--- config.mk ---
export PLATFORM = sky130hd
export DESIGN_NAME = core_seq
export DESIGN_NICKNAME = d
export VERILOG_FILES = /design/src/rtl/core_seq_pkg.sv /design/src/rtl/core_seq_req_timer.sv /design/src/rtl/core_seq.sv
export SDC_FILE = /design/constraint.sdc
export NUM_CORES = 1
export LEC_CHECK = 0
export BUFFER_PORTS_ARGS = -buffer_cell sky130_fd_sc_hd__buf_2
export CORE_MARGIN = 2
export CORE_UTILIZATION = 47
export CTS_CLUSTER_DIAMETER = 150
export CTS_CLUSTER_SIZE = 12
export DETAILED_ROUTE_END_ITERATION = 16
export GPL_ROUTABILITY_DRIVEN = 0
export PLACE_DENSITY = 0.72
export SYNTH_ARGS = -nofsm -noshare
export SYNTH_HDL_FRONTEND = slang
export SYNTH_SLANG_ARGS = --single-unit
export TNS_END_PERCENT = 1
--- constraint.sdc ---
create_clock -name clk -period 1.7 [get_ports clk]
set_clock_uncertainty 0.05 [all_clocks]
set_input_delay 0.085 -clock clk [delete_from_list [all_inputs] [get_ports clk]]
set_output_delay 0.085 -clock clk [all_outputs]
set_load 0.1 [all_outputs]
--- src/rtl/core_seq_pkg.sv ---
// Shared definitions for the core_seq control sequencer: state encoding,
// RV32I major-opcode constants (also used by the decoder), fault codes and
// the opcode classification used in DECODE.
package core_seq_pkg;

  typedef enum logic [2:0] {
    ST_FETCH  = 3'd0,
    ST_DECODE = 3'd1,
    ST_EXEC   = 3'd2,
    ST_MEM    = 3'd3,
    ST_FAULT  = 3'd4
  } state_t;

  localparam logic [6:0] OPC_LOAD   = 7'b0000011;
  localparam logic [6:0] OPC_STORE  = 7'b0100011;
  localparam logic [6:0] OPC_OPIMM  = 7'b0010011;
  localparam logic [6:0] OPC_OP     = 7'b0110011;
  localparam logic [6:0] OPC_LUI    = 7'b0110111;
  localparam logic [6:0] OPC_AUIPC  = 7'b0010111;
  localparam logic [6:0] OPC_JAL    = 7'b1101111;
  localparam logic [6:0] OPC_JALR   = 7'b1100111;
  localparam logic [6:0] OPC_BRANCH = 7'b1100011;
  localparam logic [6:0] OPC_SYSTEM = 7'b1110011;

  localparam logic [1:0] FC_NONE    = 2'b00;
  localparam logic [1:0] FC_ILLEGAL = 2'b01;
  localparam logic [1:0] FC_IMEM_TO = 2'b10;
  localparam logic [1:0] FC_DMEM_TO = 2'b11;

  typedef enum logic [1:0] {
    CL_ILLEGAL = 2'd0,
    CL_EXEC    = 2'd1,
    CL_MEM     = 2'd2
  } op_class_t;

  // SYSTEM with func3==000 (ECALL/EBREAK/xRET) is not supported by this core.
  function automatic op_class_t classify(input logic [6:0] opc, input logic [2:0] f3);
    op_class_t c;
    c = CL_ILLEGAL;
    unique case (opc)
      OPC_LOAD, OPC_STORE: c = CL_MEM;
      OPC_OPIMM, OPC_OP, OPC_LUI, OPC_AUIPC,
      OPC_JAL, OPC_JALR, OPC_BRANCH: c = CL_EXEC;
      OPC_SYSTEM: c = (f3 != 3'b000) ? CL_EXEC : CL_ILLEGAL;
      default: c = CL_ILLEGAL;
    endcase
    return c;
  endfunction

endpackage

--- src/rtl/core_seq_req_timer.sv ---
// Memory request time-out counter.
//   clk, rst : clock, synchronous active-high reset
//   clr      : return count to zero (state entry)
//   cnt_en   : request outstanding without ack this cycle
//   expired  : count has reached MEM_TIMEOUT-1 (caller qualifies with ack)
// MEM_TIMEOUT=0 removes the counter; expired is then constant 0.
module req_timer #(
  parameter int MEM_TIMEOUT = 16
) (
  input  logic clk,
  input  logic rst,
  input  logic clr,
  input  logic cnt_en,
  output logic expired
);

  generate
    if (MEM_TIMEOUT == 0) begin : g_off
      logic unused_in;
      assign unused_in = ^{clk, rst, clr, cnt_en};
      assign expired   = 1'b0;
    end else begin : g_on
      localparam int CW = (MEM_TIMEOUT > 1) ? $clog2(MEM_TIMEOUT) : 1;
      localparam logic [CW-1:0] LAST = CW'(MEM_TIMEOUT - 1);
      logic [CW-1:0] cnt;

      // Count stops at LAST; the sequencer leaves the state on that cycle.
      always_ff @(posedge clk) begin
        if (rst || clr)                cnt <= '0;
        else if (cnt_en && cnt != LAST) cnt <= cnt + 1'b1;
      end

      assign expired = (cnt == LAST);
    end
  endgenerate

endmodule

--- src/rtl/core_seq.sv ---
// Multi-cycle control sequencer for the single-issue RV32I core.
// FETCH -> DECODE -> EXEC|MEM -> FETCH, with a sticky FAULT state.
//   run/opcode/func3/alu_cmp   : start permit, IR fields, branch condition
//   imem_req/imem_ack/ir_we    : instruction fetch handshake, IR load
//   dmem_req/dmem_we/dmem_ack  : data access handshake
//   reg_we/csr_we/pc_we/pc_branch : one-cycle write strobes
//   retired                    : retired count (wraps)
//   fault/fault_code           : sticky fault and its cause
module core_seq
  import core_seq_pkg::*;
#(
  parameter int MEM_TIMEOUT = 16,
  parameter int RET_W       = 32
) (
  input  logic             clk,
  input  logic             rst,
  input  logic             run,
  input  logic [6:0]       opcode,
  input  logic [2:0]       func3,
  input  logic             alu_cmp,
  output logic             imem_req,
  input  logic             imem_ack,
  output logic             ir_we,
  output logic             dmem_req,
  output logic             dmem_we,
  input  logic             dmem_ack,
  output logic             reg_we,
  output logic             csr_we,
  output logic             pc_we,
  output logic             pc_branch,
  output logic [RET_W-1:0] retired,
  output logic             fault,
  output logic [1:0]       fault_code
);

  state_t           state, state_n;
  logic [1:0]       code_q, code_n;
  logic [RET_W-1:0] ret_q;
  logic             fetch_hold;   // fetch request already raised, awaiting ack
  logic             freq;
  logic             retire;
  logic             tmr_clr, tmr_cnt, tmr_exp;
  op_class_t        cls;

  assign cls = classify(opcode, func3);

  req_timer #(.MEM_TIMEOUT(MEM_TIMEOUT)) u_tmr (
    .clk     (clk),
    .rst     (rst),
    .clr     (tmr_clr),
    .cnt_en  (tmr_cnt),
    .expired (tmr_exp)
  );

  // Any state change restarts the timer, so it is zero on entry to FETCH/MEM.
  assign tmr_clr = (state_n != state);

  always_comb begin
    state_n   = state;
    code_n    = code_q;
    freq      = 1'b0;
    imem_req  = 1'b0;
    ir_we     = 1'b0;
    dmem_req  = 1'b0;
    dmem_we   = 1'b0;
    reg_we    = 1'b0;
    csr_we    = 1'b0;
    pc_we     = 1'b0;
    pc_branch = 1'b0;
    retire    = 1'b0;
    tmr_cnt   = 1'b0;
    unique case (state)
      ST_FETCH: begin
        freq     = run | fetch_hold;
        imem_req = freq;
        if (freq && imem_ack) begin
          ir_we   = 1'b1;
          state_n = ST_DECODE;
        end else if (freq) begin
          tmr_cnt = 1'b1;
          if (tmr_exp) begin
            state_n = ST_FAULT;
            code_n  = FC_IMEM_TO;
          end
        end
      end
      ST_DECODE: begin
        unique case (cls)
          CL_MEM:  state_n = ST_MEM;
          CL_EXEC: state_n = ST_EXEC;
          default: begin
            state_n = ST_FAULT;
            code_n  = FC_ILLEGAL;
          end
        endcase
      end
      ST_EXEC: begin
        pc_we     = 1'b1;
        reg_we    = (opcode != OPC_BRANCH);
        csr_we    = (opcode == OPC_SYSTEM);
        pc_branch = (opcode == OPC_BRANCH) & alu_cmp;
        retire    = 1'b1;
        state_n   = ST_FETCH;
      end
      ST_MEM: begin
        dmem_req = 1'b1;
        dmem_we  = (opcode == OPC_STORE);
        if (dmem_ack) begin
          pc_we   = 1'b1;
          reg_we  = (opcode == OPC_LOAD);
          retire  = 1'b1;
          state_n = ST_FETCH;
        end else begin
          tmr_cnt = 1'b1;
          if (tmr_exp) begin
            state_n = ST_FAULT;
            code_n  = FC_DMEM_TO;
          end
        end
      end
      ST_FAULT: state_n = ST_FAULT;
      default: begin
        state_n = ST_FAULT;
        code_n  = FC_ILLEGAL;
      end
    endcase
    // Requests and strobes must be quiet while reset is asserted.
    if (rst) begin
      imem_req  = 1'b0;
      ir_we     = 1'b0;
      dmem_req  = 1'b0;
      dmem_we   = 1'b0;
      reg_we    = 1'b0;
      csr_we    = 1'b0;
      pc_we     = 1'b0;
      pc_branch = 1'b0;
    end
  end

  always_ff @(posedge clk) begin
    if (rst) begin
      state      <= ST_FETCH;
      code_q     <= FC_NONE;
      ret_q      <= '0;
      fetch_hold <= 1'b0;
    end else begin
      state      <= state_n;
      code_q     <= code_n;
      fetch_hold <= freq & ~imem_ack;
      if (retire) ret_q <= ret_q + RET_W'(1);
    end
  end

  assign retired    = ret_q;
  assign fault      = (state == ST_FAULT);
  assign fault_code = code_q;

endmodule

### Yosys cells after proc, flatten, opt, wreduce, memory -nomap -nowiden

Cells that the tools add are included.

* flip-flop bits (word level): 42
* bits of input ports: 16
* output and inout port bits: 43
* logic and storage cells: 86

* add/subtract/negate cells: 2
* equal/unequal tests: 26
* muxes and demuxes: 38
* bitwise logic cells: 5
* reductions and logical operators: 10

Operator list (number)
* $add A32 B1 Y32 const B: 1
* $eq A7 B7 Y1 const B: 4
* $eq A7 B6 Y1 const B: 3
* $mux W1: 21
* $eq A7 B5 Y1 const B: 2
* $mux W2: 6
* $mux W3: 4
* $ne A2 B2 Y1 const B: 6
* $pmux W3 S4: 1
* $pmux W2 S4: 1
* $eq A7 B2 Y1 const B: 1
* $ne A7 B7 Y1 const B: 1
* $reduce_and A7 Y1: 1
* $reduce_or A7 Y1: 1
* $eq A3 B2 Y1 const B: 2
* $pmux W1 S2: 3
* $pmux W2 S3: 1
* $pmux W3 S2: 1
* $reduce_or A2 Y1: 3
* $add A4 B1 Y4 const B: 1
* $eq A4 B4 Y1 const B: 1
* $ne A4 B4 Y1 const B: 1
* $eq A3 B1 Y1 const B: 1
* $eq A3 B3 Y1 const B: 1
* other kinds (10): 13

### Longest topological paths before layout

Gate-level depths: netlist of the first run.

* depth after elaboration: 8
* mapped depth: 11

### Cells and area by module

A second synthesis of the first run with hierarchy kept.

* cell total of the unflattened synthesis: 297
* area, all modules: 2454.9 µm²

Modules (own cells, without submodules)
* core_seq: instances 1, cells each 275, area each 2243.4 µm², sequential area each 760.7 µm²
* req_timer: instances 1, cells each 22, area each 211.5 µm², sequential area each 80.1 µm²

### Least setup slack after synthesis of the first run

Ideal clock, no wire load.

* path type: register to output
* from: register state[2]
* to: output port ir_we
* arrival: 2.782 ns
* setup slack: -1.217 ns
* stages on the path, launching flop included: 5
* cell sequence: dfxtp_1 -> buf_2 -> nor3_2 -> o21ai_2 -> nor3_1

* longest elaborated chain between the ends: 3

RTL lines
* start, declared: RTL line core_seq.sv:36 `state_t state, state_n;`
* start signal, assigned: RTL line core_seq.sv:147 `state <= state_n;`
* $logic_not A3 Y1: RTL line core_seq.sv:72 `unique case (state)`
* $mux W1: RTL line core_seq.sv:72
* $mux W1: RTL line core_seq.sv:128 `if (rst) begin`
* end, declared: RTL line core_seq.sv:23 `output logic ir_we,`

No other way between the ends.

### Final worst setup path of the first run

* from: register state[1]
* to: output port ir_we

The elaborated chain is that of the path after synthesis.

==> results by group, run 1 <==
Drt
  – Avg WL per Cell: 13.51 um
  – Antenna-violating nets left: 0
  – DR pass1 iterations: 4
  – Iteration-0 DRC Markers: 70
  – Drt total wl: 5487 um
  – DR vias: 2243
  – Vias per cell: 5.525
  – DRC viols: 0

Clock tree
  – H-tree levels: 2
  – CTS buffer count: 5
  – Cts hold-fix bufs: 0
  – CTS Buffer Depth: 2
  – Root Driver: clkbuf_8
  – CTS tree: built
  – Clock transition at the registers of the reported paths: 80 ps
  – Clk sinks: 42
  – Clk Latency, worst-skew pair: 290 ps

Cells and area
  – Ant diodes: 0
  – Commonest non-fill, non-tap cell in the layout: buf_2
  – Synth-to-Final Area Change: 43.96%
  – Fraction of layout cells with a size suffix above 1: 0.4517
  – Most frequent cells in the layout: buf_2, nor2_1, buf_4
  – Layout net count: 371

Min path
  – Worst Hold Class: input port to flop
  – Beginning of the worst hold path: imem_ack

Critical path
  – Worst EP required: 1560 ps
  – Crit path DAT: 1610 ps
  – R2r startpoint: state[0]
  – Worst-path cell chain: buf_6 > nor3_4 > o21ai_2 > buf_6 > nor3_4 > buf_12
  – CP max stage delay: 370 ps
  – CP endpoint kind: output pin
  – Crit path max-delay family: buffers and inverters
  – Crit Path Max Fanout: 5
  – Critical path class: flop to output pin
  – Critical Path Start: state[1]
  – Critical path startpoint category: flop
  – CP bufs+invs: 3
  – Slowest-stage cell, CP: dfxtp_4

Global route
  – Initial antenna violation count: 0
  – GR Util All Layers: 0.2109
  – Congestion Overflow GR: 0
  – Vias in the first global route: 2054
  – First-pass GRT wire length: 9011 um
  – Pin count of the biggest net entering global routing: 34

Timing
  – Max Clk Rate: 0.5736 GHz
  – Total negative slack: -51.98 ps
  – Relative slew margins: 0.6731
  – # setup viols final: 2
  – Fin crit share: 1.026
  – PnR worst setup slack: -43.42 ps
  – Final Critical Period: 1743 ps
  – Slew of the pin with the lowest slew margin: 493.8 ps
  – Final Max Tran Viols: 0
  – Unrepaired setup endpoints after global routing: true
  – Hold Violations, Final: 0

Synth
  – Synth warnings: 0
  – Post-synth EDFFs: 0
  – Yosys reg bits: 42
  – Synth top area share: 0.3721
  – Synthesized area: 0.002260 sq mm
  – Syn nets: 287
  – Synth area leaders: dfxtp_1, xor2_1, nor2_1, nand4_1, nand2_1
  – Cell taking the most area after synthesis: dfxtp_1
  – Avg Cell Area, Syn: 8.432 sq um
  – Synth Instances: 268
  – Yosys cell types: 52
  – Register area share after synthesis: 0.3721
  – Synth async-reset ratio: 0
  – Ys flop type: dfxtp_1

Floorplanning
  – I/O pins: 59
  – Initial Util: 0.4816
  – Rows: 25
  – Die Width: 73.34 um
  – Total die area: 0.005379 sq mm
  – Chip Height: 73.34 um
  – Core Footprint: 0.004692 sq mm

Power
  – Max rail drop VDD: 0.0004564 V
  – Pwr Total: 1.995 mW
  – Pwr Density: 613.1 mW/mm^2
  – P_leak: 1.395 nW

Status
  – Failing checks: setup timing
  – Status: finished with violations

Flow run
  – Max Cap Viol: 0

Place
  – HPWL after detailed placement: 3861 um
  – Port Buf Inserts: 58
[area by class of cell]
cell class	instances	area (sq um)
multi-input combinational	207	1489
tap	54	67.56
timing repair buffer	90	680.7
sequential	42	885.9
clock buffer	7	107.6
fill	374	1439
inverter	6	22.52
[report_power, final]
part	leakage (nW)	switching [mW]	internal [mW]	total (mW)
logic	0.984	0.151	0.104	0.255
registers	0.355	0.00793	0.986	0.994
clock network	0.0555	0.335	0.411	0.745
total	1.39	0.493	1.50	1.99
[synth_stat cells (2+ instances only)]
master and number:
a21oi_1 11, and2_1 2, and2b_1 2, and3_1 10, and4_1 2, buf_2 3
buf_4 2, clkbuf_1 8, dfxtp_1 42, ha_1 3, inv_1 6, nand2_1 20
nand3_1 11, nand4_1 18, nand4_2 2, nor2_1 43, nor2b_1 2, nor3_1 9
nor3_2 3, nor3b_1 2, nor4_1 3, nor4_4 2, o21ai_0 4, or3_1 3
xnor2_1 6, xor2_1 23
[timing repair]
| action | in CTS | in global routing |
|---|---|---|
| endpoints found under the setup margin | 9 | 23 |
| resized for setup | 12 | 21 |
| pin swaps | 1 | 15 |
| setup buffers | 0 | 3 |
[worst paths after layout]
check / to / slack (ps) / depth (start not counted)
max reg2reg: u_tmr.g_on.cnt[3] / -10 / 5
max: ir_we / -40 / 6
min reg2reg: u_tmr.g_on.cnt[1] / 450 / 2
min: fetch_hold / 8 / 2
[state kept, by name (all words and copies together), names as in the netlist]
name / cells
fault_code: 2
u_tmr.g_on.cnt: 4
state: 3
retired: 32
fetch_hold: 1
[kinds of logic (layout without fill, tap and decap cells)]
kind of cell,count (synthesis),in the layout,share of synthesized area
mux,1,1,0.004430
fa+ha+maj,3,3,0.01661
compound gates,29,29,0.09248
buf+inv,19,103,0.03654
flops,42,42,0.3721
simple gates,145,145,0.3655
xor+xnor,29,29,0.1124
[through the flow]
stage               hold WS [ps]  instances  utilization  setup slack [ps]  instance area (sq um)
floorplan                  114.3        268            -            -363.1                   2316
global placement           320.4        396       0.6317            -200.9                   2964
detailed placement         324.6        396       0.6317            -267.6                   2964
CTS                        2.467        403       0.6640            -38.55                   3115
global route               13.89        406       0.6933            -99.55                   3253
finish                     7.744        406       0.6933            -43.42                   3253
[metal layers]
layer	routed length [um]	track usage	vias to the layer above
li1	-	-	1122
met5	0	0	-
met2	2773	0.3574	44
met1	2395	0.2623	1065
met4	115	0.07071	0
met3	203	0.05075	12
Power figures use the tool's default switching activity.
==> run 2: changes to the inputs <==
--- a/config.mk
+++ b/config.mk
@@ -12,6 +12,7 @@
 export CTS_CLUSTER_SIZE = 12
 export DETAILED_ROUTE_END_ITERATION = 16
 export GPL_ROUTABILITY_DRIVEN = 0
+export MAX_ROUTING_LAYER = met4
 export PLACE_DENSITY = 0.72
 export SYNTH_ARGS = -nofsm -noshare
 export SYNTH_HDL_FRONTEND = slang
==> results by group, run 2 (synthesis results as in run 1) <==
Timing
  – Slew of the pin with the lowest slew margin: 493.8 ps
  – # setup viols final: 2
  – Fin Hold WS: 7.497 ps
  – Max Clk Rate: 0.5734 GHz
  – Fin crit share: 1.026
  – Hold Violations, Final: 0
  – Unrepaired setup endpoints after global routing: true
  – Final Critical Period: 1744 ps
  – Final Max Tran Viols: 0
  – Relative slew margins: 0.6731
  – PnR worst setup slack: -43.85 ps

Place
  – Cell count after placement: 396
  – Area of placed instances: 0.002964 sq mm
  – Dpl ws: -267.6 ps
  – HPWL after detailed placement: 3861 um
  – Port Buf Inserts: 58

Drt
  – Vias per cell: 5.537
  – Avg WL per Cell: 13.58 um
  – DR vias: 2248
  – Drt total wl: 5512 um
  – DR pass1 iterations: 4
  – Iteration-0 DRC Markers: 74
  – Antenna-violating nets left: 0
  – DRC viols: 0

Critical path
  – Crit Path Max Fanout: 5
  – Crit path DAT: 1610 ps
  – Critical path startpoint category: flop
  – Crit path max-delay family: buffers and inverters
  – Slowest-stage cell, CP: dfxtp_4
  – CP max stage delay: 370 ps
  – CP endpoint kind: output pin
  – Worst EP required: 1560 ps
  – Worst R2R Path Depth: 5
  – Worst-path cell chain: buf_6 > nor3_4 > o21ai_2 > buf_6 > nor3_4 > buf_12
  – Critical path class: flop to output pin
  – FF-to-FF End: u_tmr.g_on.cnt[3]
  – R2r startpoint: state[0]
  – CP bufs+invs: 3
  – Reg-to-reg setup timing slack: -10 ps

Min path
  – Worst Hold Class: input port to flop
  – Hold depth: 2
  – Beginning of the worst hold path: imem_ack
  – Hold Crit Endpoint: fetch_hold

Clock tree
  – Clk sinks: 42
  – CTS buffer count: 5
  – Clock transition at the registers of the reported paths: 80 ps
  – H-tree levels: 2
  – CTS tree: built
  – CTS Buffer Depth: 2
  – Cts hold-fix bufs: 0
  – Root Driver: clkbuf_8
  – Clk Latency, worst-skew pair: 290 ps

Global route
  – Congestion Overflow GR: 0
  – First-pass GRT wire length: 9004 um
  – GR Util All Layers: 0.2167
  – Vias in the first global route: 2061
  – Initial antenna violation count: 0
  – Pin count of the biggest net entering global routing: 34

Floorplanning
  – Total die area: 0.005379 sq mm
  – Rows: 25
  – Die Width: 73.34 um
  – Core Footprint: 0.004692 sq mm
  – I/O pins: 59
  – Chip Height: 73.34 um
  – Initial Util: 0.4816

Power
  – Max rail drop VDD: 0.0004563 V
  – Pwr Density: 612.9 mW/mm^2
  – Pwr Total: 1.994 mW
  – P_leak: 1.395 nW

Status
  – Status: finished with violations
  – Failing checks: setup timing

Cells and area
  – Layout net count: 371
  – # fillers: 374
  – Layout Cells excl Fill: 406
  – Commonest non-fill, non-tap cell in the layout: buf_2
  – Final Instance Area: 0.003253 sq mm
  – Ant diodes: 0
  – Most frequent cells in the layout: buf_2, nor2_1, buf_4
  – Fraction of layout cells with a size suffix above 1: 0.4517
  – Largest register FFs: 32
  – Synth-to-Final Area Change: 43.96%

Flow run
  – Max Cap Viol: 0
==> run 2: through the flow <==
stage	TNS, ps	utilization
after global placement	-601.0	0.6317
final	-52.31	0.6933
after global routing	-682.4	0.6933
after detailed placement	-980.2	0.6317
after CTS	-106.7	0.6640
after floorplan	-5263	-
==> run 2: area by class of cell <==
| type | instances | area, sq um | share of cell area |
|---|---|---|---|
| multi-input cells | 207 | 1489 | 0.4577 |
| well taps | 54 | 67.56 | 0.02077 |
| clock buffers | 7 | 107.6 | 0.03308 |
| inverters | 6 | 22.52 | 0.006923 |
| repair buffers | 90 | 680.7 | 0.2092 |
| flip-flops and latches | 42 | 885.9 | 0.2723 |
==> run 2: worst reg2reg max path, stage by stage, from the launching register on <==
cell     delay (ps)
dfxtp_2         360
or3_1           420
o32ai_4         380
nand4_1         170
mux2i_1         160
nor2_1           50
==> run 2: worst max-delay path by stage <==
stage | startpoint | to | slack [ps] | cells after the start
2_1_floorplan | state[2] | ir_we | -360 | 4
3_3_place_gp | opcode[4] | fault_code[0] | -200 | 12
3_5_place_dp | opcode[4] | fault_code[0] | -270 | 12
4_1_cts | state[2] | ir_we | -40 | 6
5_1_grt | state[1] | ir_we | -100 | 6
6_report | state[1] | ir_we | -40 | 6
==> run 2: where the power goes <==
| part | internal, mW | total [mW] | switching (mW) | leakage [nW] |
|---|---|---|---|---|
| clock | 0.411 | 0.744 | 0.334 | 0.0555 |
| combinational | 0.104 | 0.255 | 0.151 | 0.984 |
| sequential | 0.986 | 0.994 | 0.00793 | 0.355 |
| total | 1.50 | 1.99 | 0.492 | 1.39 |
==> run 2: repair_timing <==
item	in CTS	in global routing
endpoints found under the setup margin	9	21
gates cloned	0	0
resized for setup	12	21
buffers inserted	0	3
pin swaps	1	15
==> run 2: routing by layer <==
layer,wire length (um),vias up,global-route usage
met2,2767,50,0.3574
met5,0,-,-
met3,226,12,0.04938
met4,134,0,0.07071
met1,2383,1065,0.2623
li1,-,1121,-
